`src/rtl/sdm_rr_scheduler.sv`:
```
`default_nettype none
// ============================================================================
// Module : sdm_rr_scheduler
// Brief  : Round-robin sharing of one "1010" detector among NCH serial lanes,
//          with per-lane detector state and saturating match counters.
// Rev    : 1.0  initial release
// ============================================================================
module sdm_rr_scheduler #(
    parameter int NCH   = 4,
    parameter int CNT_W = 8
) (
    input  logic                   clk,
    input  logic                   reset,
    input  logic [NCH-1:0]         req,
    input  logic [NCH-1:0]         din,
    output logic [NCH-1:0]         gnt,
    output logic                   det_valid,
    output logic [$clog2(NCH)-1:0] det_ch,
    input  logic                   clr_cnt,
    input  logic [$clog2(NCH)-1:0] cnt_sel,
    output logic [CNT_W-1:0]       cnt_out
);
    localparam int               c_iw      = $clog2(NCH);
    localparam logic [c_iw-1:0]  c_last_ch = c_iw'(NCH - 1);
    localparam logic [CNT_W-1:0] c_cnt_max = '1;

    typedef enum logic [1:0] {
        S0 = 2'd0,
        S1 = 2'd1,
        S2 = 2'd2,
        S3 = 2'd3
    } state_t;

    state_t              r_state [NCH];
    state_t              w_cur;
    state_t              w_nxt;
    logic                w_bit;
    logic                w_detect;
    logic                w_found;
    logic [c_iw-1:0]     r_ptr;
    logic [c_iw-1:0]     w_gidx;
    logic [c_iw-1:0]     w_cand;
    logic [NCH-1:0]      w_onehot;
    logic [NCH*CNT_W-1:0] w_cnt_flat;

    // First requester at or after the pointer, wrapping around.
    always_comb begin
        w_found = 1'b0;
        w_gidx  = '0;
        w_cand  = '0;
        for (int off = 0; off < NCH; off++) begin
            w_cand = c_iw'((int'(r_ptr) + off) % NCH);
            if (!w_found && req[w_cand]) begin
                w_found = 1'b1;
                w_gidx  = w_cand;
            end
        end
    end

    assign w_onehot = w_found ? (NCH'(1) << w_gidx) : '0;
    assign gnt      = reset ? '0 : w_onehot;

    // Next state of the granted lane only; other lanes never enter this logic.
    always_comb begin
        w_cur    = r_state[w_gidx];
        w_bit    = din[w_gidx];
        w_nxt    = w_cur;
        w_detect = 1'b0;
        case (w_cur)
            S0: w_nxt = w_bit ? S1 : S0;
            S1: w_nxt = w_bit ? S1 : S2;
            S2: w_nxt = w_bit ? S3 : S0;
            S3: begin
                w_nxt    = w_bit ? S1 : S2;
                w_detect = !w_bit;
            end
            default: w_nxt = S0;
        endcase
    end

    always_ff @(posedge clk or posedge reset) begin
        if (reset) begin
            for (int i = 0; i < NCH; i++) begin
                r_state[i] <= S0;
            end
            r_ptr     <= '0;
            det_valid <= 1'b0;
            det_ch    <= '0;
        end else begin
            if (w_found) begin
                r_state[w_gidx] <= w_nxt;
                r_ptr           <= (w_gidx == c_last_ch) ? '0 : w_gidx + 1'b1;
            end
            det_valid <= w_found && w_detect;
            if (w_found && w_detect) begin
                det_ch <= w_gidx;
            end
        end
    end

    generate
        for (genvar i = 0; i < NCH; i++) begin : g_cnt
            logic [CNT_W-1:0] r_val;

            // Clear has priority over a coincident increment.
            always_ff @(posedge clk or posedge reset) begin
                if (reset) begin
                    r_val <= '0;
                end else if (clr_cnt) begin
                    r_val <= '0;
                end else if (w_onehot[i] && w_detect && (r_val != c_cnt_max)) begin
                    r_val <= r_val + 1'b1;
                end
            end

            assign w_cnt_flat[i*CNT_W +: CNT_W] = r_val;
        end
    endgenerate

    always_comb begin
        cnt_out = '0;
        if (int'(cnt_sel) < NCH) begin
            cnt_out = w_cnt_flat[int'(cnt_sel)*CNT_W +: CNT_W];
        end
    end

endmodule
`default_nettype wire

```
`config.mk`:
```
export PLATFORM = sky130hd
export DESIGN_NAME = sdm_rr_scheduler
export DESIGN_NICKNAME = d
export VERILOG_FILES = /design/src/rtl/sdm_rr_scheduler.sv
export SDC_FILE = /design/constraint.sdc
export NUM_CORES = 1
export LEC_CHECK = 0
export CORE_UTILIZATION = 25
export CTS_CLUSTER_DIAMETER = 120
export DETAILED_ROUTE_END_ITERATION = 10
export SLEW_MARGIN = 0
export SYNTH_ARGS = -nofsm -noshare
export SYNTH_HDL_FRONTEND = slang
export SYNTH_SLANG_ARGS = --single-unit
```
`constraint.sdc`:
```
create_clock -name clk -period 2.97 [get_ports clk]
set_input_delay 0.594 -clock clk [delete_from_list [all_inputs] [get_ports clk]]
set_output_delay 0.594 -clock clk [all_outputs]
set_load 0.05 [all_outputs]
```
==> results of run 1 <==
## per-layer routing
metal / track usage / up-vias / wire [µm]
met5: 0 / - / 0
met4: 0.0342 / 0 / 77
met3: 0.0260 / 10 / 300
met2: 0.194 / 46 / 3130
met1: 0.161 / 1057 / 3060
li1: - / 1035 / -
## metrics by stage
stage	hold WS [ns]	utilization	instances	setup TNS (ns)
after CTS	0.488	0.321	456	0
after global placement	0.463	0.314	448	-6.71
final	0.484	0.325	457	0
after detailed placement	0.466	0.314	448	-8.32
after global routing	0.514	0.325	457	0
after floorplan	0.445	-	261	0
## flip-flops by register name (all words and copies together), names as in the netlist
register / cells
g_cnt.r_val: 32
r_state: 8
det_ch: 2
r_ptr: 2
det_valid: 1
## worst min-delay path: stages, from the launching register on
cell	delay [ns]
dfrtp_1	0.35
nand2_1	0.04
o21ai_0	0.05
## Yosys cell counts, types with 2 or more instances
cell	number
a21o_1	3
a21oi_1	3
a31oi_1	2
a41oi_1	2
and2_1	4
and3_1	13
buf_6	4
clkbuf_1	8
dfrtp_1	45
ha_1	8
inv_1	7
mux2_1	5
mux2_2	11
mux2i_1	8
mux4_2	9
nand2_1	16
nand3_1	10
nand4_1	10
nor2_1	33
nor2b_1	9
nor3_1	4
nor3_2	3
nor3_4	3
nor4_1	4
nor4_2	4
o21ai_0	5
xnor2_1	18
## power by group
part	internal [mW]	total (mW)	switching (mW)
Combinational	0.514	1.15	0.632
Clock	0.164	0.377	0.214
Sequential	0.698	0.749	0.0509
Total	1.38	2.27	0.897
## worst paths after layout
| path | slack [ns] | depth (start not counted) | to |
|---|---|---|---|
| max | 0.09 | 8 | gnt[2] |
| min | 0.48 | 2 | r_state[5] |
| max reg2reg | 0.45 | 11 | g_cnt[1].r_val[5] |
| min reg2reg | 0.48 | 2 | r_state[5] |
| max in group asynchronous | 1.99 | 3 | g_cnt[0].r_val[4] |
| min in group asynchronous | 0.74 | 3 | r_state[5] |
## logic make-up (layout without fill, tap and decap cells)
| kind of cell | count (synthesis) | in the layout | share of synthesized area |
|---|---|---|---|
| AO/OA/AOI/OAI | 20 | 20 | 0.0518 |
| XOR/XNOR | 18 | 18 | 0.0567 |
| adder cells (fa/ha/maj) | 8 | 8 | 0.0360 |
| buffers and inverters | 20 | 76 | 0.0383 |
| flip-flops | 45 | 45 | 0.405 |
| multiplexers | 34 | 34 | 0.175 |
| AND/OR/NAND/NOR | 116 | 116 | 0.237 |
## repair_timing
item | 4_1_cts | 5_1_grt
pin swaps | 0 | 1
setup endpoints to repair | 3 | 16
buffers inserted | 0 | 1
resized for setup | 1 | 7
## cell type report
type / count / area, µm² / area share
Tap cell: 140 / 175 / 0.0497
Multi-Input combinational cell: 196 / 1570 / 0.447
Inverter: 7 / 26.3 / 0.00746
Clock buffer: 6 / 72.6 / 0.0206
Sequential cell: 45 / 1130 / 0.320
Clock inverter: 2 / 10.0 / 0.00284
Timing Repair Buffer: 61 / 539 / 0.153
==> results.sh, run 1 <==
export IMPL_rows=38
export IMPL_ant_nets=0
export IMPL_rsz0062_at_grt="no"
export IMPL_final_cell_area_mm2=0.00352
export IMPL_cp_cell_sequence="clkdlybuf4s50_1 > nand2b_2 > nor2b_1 > o22a_2 > buf_4 > ha_1 > and3_1 > buf_4"
export IMPL_fillers=1129
export IMPL_ios=28
export IMPL_drc=0
export IMPL_fin_nets=337
export IMPL_hold_viol=0
export IMPL_critPathKind="in2out"
export IMPL_ctsHoldBuffers=0
export IMPL_die_w_um=107
export IMPL_vias_per_cell=4.70
export IMPL_place_ws_ns=-0.315
export IMPL_cts_sinks=45
export IMPL_ir_worst_vdd_mv=0.367
export IMPL_synth_top_area_frac=0.405
export IMPL_cpPeakStageDelay_ns=0.52
export IMPL_dp_hpwl_mm=4.89
export IMPL_r2r_start="r_ptr[0]"
export IMPL_layout_drive_gt1_share=0.297
export IMPL_ys_seq_area_frac=0.405
export IMPL_portBuffers=27
export IMPL_power_leakage_nw=1.53
export IMPL_max_slew_margin=0.620
export IMPL_wire_per_inst_um=14.4
export IMPL_power_density_mw_per_mm2=645
export IMPL_cpLargestDelayFamily="buffers and inverters"
export IMPL_worst_path_max_delay_cell="clkdlybuf4s50_1"
export IMPL_placed_cell_area_mm2=0.00340
export IMPL_path_max_fanout=7
export IMPL_cap_violations=0
export IMPL_arrival_ns=2.28
export IMPL_gr_total_overflow=0
export IMPL_yosys_warnings=0
export IMPL_period_share=0.968
export IMPL_ys_types=37
export IMPL_netlist_area_mm2=0.00278
export IMPL_dieArea_mm2=0.0115
export IMPL_drt_total_wl_mm=6.57
export IMPL_synthTopCellsByArea="dfrtp_1 (41%), mux4_2 (7.3%), xnor2_1 (5.7%)"
export IMPL_synth_ff_type="dfrtp_1"
export IMPL_syn_inst=261
export IMPL_tritoncts="done"
export IMPL_cp_startpoint="req[0]"
export IMPL_hold_start="r_state[5]"
export IMPL_async_flop_share=1.00
export IMPL_synth_edff_count=0
export IMPL_area_growth_pct=26.8
export IMPL_cp_common_cell="buf_4"
export IMPL_syn_area_per_cell_um2=10.6
export IMPL_slew_viol_final=0
export IMPL_setup_violations_final=0
export IMPL_diodes=0
export IMPL_cp_num_buf_inv=3
export IMPL_clock_skew_ns=0.00648
export IMPL_grt_pass1_wl_mm=10.8
export IMPL_start_kind="primary input"
export IMPL_insertion_delay_ns=0.30
export IMPL_clockBufferDepth=2
export IMPL_coreArea_mm2=0.0108
export IMPL_root_buffer="clkbuf_8"
export IMPL_layout_commonest_cell="dfrtp_1"
export IMPL_grt_usage=0.120
export IMPL_routabilityCongestion=0.842
export IMPL_hp_class="reg2reg"
export IMPL_yosysTopAreaCell="dfrtp_1"
export IMPL_htree_levels=2
export IMPL_die_h_um=107
export IMPL_grt_max_degree=41
export IMPL_vias=2148
export IMPL_crit_required_ns=2.38
export IMPL_cts_buffers=5
export IMPL_grt_antenna_before_repair=0
export IMPL_setup_slack_ns=0.0943
export IMPL_first_pass_iters=4
export IMPL_status="completed"
export IMPL_total_power_mw=2.27
export IMPL_layout_common_cells="dfrtp_1 (45), buf_4 (42), nor2_1 (33)"
export IMPL_tightest_slew_ns=0.559
export IMPL_fin_crit_ns=2.88
export IMPL_end_kind="output port"
export IMPL_fmax_mhz=348
export IMPL_clk_pin_slew_ns=0.09
export IMPL_synth_seq_cells=45
export IMPL_initial_core_util=0.256
export IMPL_first_global_vias=2180
export IMPL_first_iter_violations=118
export IMPL_synthesis_nets=282
Power figures use the tool's default switching activity.
==> run 2: changes to the inputs <==
Settings changed: HOLD_SLACK_MARGIN set to 0.03.
==> results of run 2 <==
Same layout as run 1: the final DEF is identical, and so are final timing and power.
==> run 3: changes to the inputs <==
Settings changed: SETUP_SLACK_MARGIN set to 0.4.
==> run 3 against run 2 <==
Effect of this change: utilization grew 3.2 points; sequential cell count is the same; final cell count grew 2.6%.
==> results.sh, run 3 (same netlist as run 1, synthesis figures left out) <==
export IMPL_power_density_mw_per_mm2=695
export IMPL_die_h_um=107
export IMPL_area_growth_pct=39.2
export IMPL_fmax_mhz=388
export IMPL_htree_levels=2
export IMPL_insertion_delay_ns=0.30
export IMPL_layout_common_cells="dfrtp_1 (44), buf_4 (44), nor2_1 (30)"
export IMPL_ctsHoldBuffers=0
export IMPL_die_w_um=107
export IMPL_fin_nets=350
export IMPL_layout_drive_gt1_share=0.435
export IMPL_drt_total_wl_mm=7.05
export IMPL_root_buffer="clkbuf_8"
export IMPL_clockBufferDepth=2
export IMPL_rsz0062_at_grt="yes"
export IMPL_rows=38
export IMPL_dieArea_mm2=0.0115
export IMPL_grt_usage=0.123
export IMPL_tightest_slew_ns=0.494
export IMPL_first_global_vias=2175
export IMPL_critPathKind="reg2out"
export IMPL_power_leakage_nw=1.65
export IMPL_status="completed"
export IMPL_total_power_mw=2.69
export IMPL_r2r_start="r_ptr[0]"
export IMPL_period_share=0.869
export IMPL_r2r_slack_ns=0.42
export IMPL_hold_start="r_state[7]"
export IMPL_tritoncts="done"
export IMPL_min_to="r_state[7]"
export IMPL_rr_worst_depth=11
export IMPL_first_pass_iters=4
export IMPL_routabilityCongestion=0.812
export IMPL_coreArea_mm2=0.0108
export IMPL_portBuffers=27
export IMPL_gr_total_overflow=0
export IMPL_fillers=1072
export IMPL_largest_reg_flops=32
export IMPL_r2r_end="g_cnt[1].r_val[5]"
export IMPL_slew_viol_final=0
export IMPL_cts_buffers=5
export IMPL_vias=2290
export IMPL_crit_required_ns=2.38
export IMPL_final_cell_area_mm2=0.00387
export IMPL_hold_depth=2
export IMPL_place_ws_ns=-0.305
export IMPL_end_kind="output port"
export IMPL_cap_violations=0
export IMPL_fin_crit_ns=2.58
export IMPL_setup_slack_ns=0.390
export IMPL_vias_per_cell=4.88
export IMPL_grt_pass1_wl_mm=11.1
export IMPL_grt_antenna_before_repair=0
export IMPL_hold_viol=0
export IMPL_drc=0
export IMPL_path_max_fanout=5
export IMPL_hp_class="reg2reg"
export IMPL_placed_cell_area_mm2=0.00342
export IMPL_ios=28
export IMPL_max_slew_margin=0.670
export IMPL_finalSetupTns_ns=0
export IMPL_start_kind="flop"
export IMPL_clk_pin_slew_ns=0.08
export IMPL_ir_worst_vdd_mv=0.366
export IMPL_clock_skew_ns=0.00507
export IMPL_cts_sinks=45
export IMPL_first_iter_violations=83
export IMPL_arrival_ns=1.99
export IMPL_reg_top3="g_cnt.r_val (32), r_state (8)"
export IMPL_initial_core_util=0.256
export IMPL_dp_hpwl_mm=4.78
export IMPL_holdWs_ns=0.498
export IMPL_diodes=0
export IMPL_wire_per_inst_um=15.0
export IMPL_top_register="g_cnt.r_val"
export IMPL_ant_nets=0
export IMPL_grt_max_degree=41
export IMPL_setup_violations_final=0
## run 3: report_power, final
group | switching [mW] | internal, mW | total (mW)
Combinational | 0.809 | 0.724 | 1.53
Sequential | 0.0625 | 0.700 | 0.762
Clock | 0.206 | 0.185 | 0.391
Total | 1.08 | 1.61 | 2.69
## run 3: final cells by class
type | count | area [µm²] | area share
clock buffer | 7 | 86.3 | 0.0223
timing repair buffer | 73 | 646 | 0.167
tap | 140 | 175 | 0.0453
inverter | 7 | 35.0 | 0.00906
sequential | 45 | 1130 | 0.291
multi-input combinational | 197 | 1800 | 0.465
## run 3: per-stage QoR
stage	util	instances
floorplan	-	261
global placement	0.315	447
detailed placement	0.315	447
CTS	0.339	463
global route	0.357	469
finish	0.357	469
## run 3: worst max path at each step
| stage | startpoint | end | cells after the start |
|---|---|---|---|
| after CTS | r_ptr[0] | gnt[0] | 10 |
| after floorplan | req[1] | g_cnt[1].r_val[5] | 10 |
| after global routing | r_ptr[1] | gnt[3] | 8 |
| after detailed placement | req[0] | g_cnt[1].r_val[5] | 13 |
| after global placement | req[0] | g_cnt[1].r_val[4] | 13 |
| final | r_ptr[1] | gnt[3] | 8 |
## run 3: worst max-delay path: stages (launching register included)
cell and delay [ns]:
dfrtp_2 0.46, a21o_1 0.18, a21oi_2 0.13, o22a_2 0.18
buf_6 0.13, ha_2 0.19, buf_4 0.11, and3_4 0.17
buf_12 0.13
## run 3: timing repair
action,4_1_cts,5_1_grt
gates cloned,0,1
gates resized for setup,38,37
buffers inserted,9,5
endpoints found under the setup margin,54,39
pin swaps,6,12
## run 3: metal layers
| layer | track usage | part of all wire | vias to the layer above |
|---|---|---|---|
| li1 | - | - | 1068 |
| met1 | 0.163 | 0.44 | 1156 |
| met2 | 0.205 | 0.50 | 55 |
| met3 | 0.0236 | 0.044 | 11 |
| met4 | 0.0342 | 0.017 | 0 |
| met5 | 0 | 0 | - |
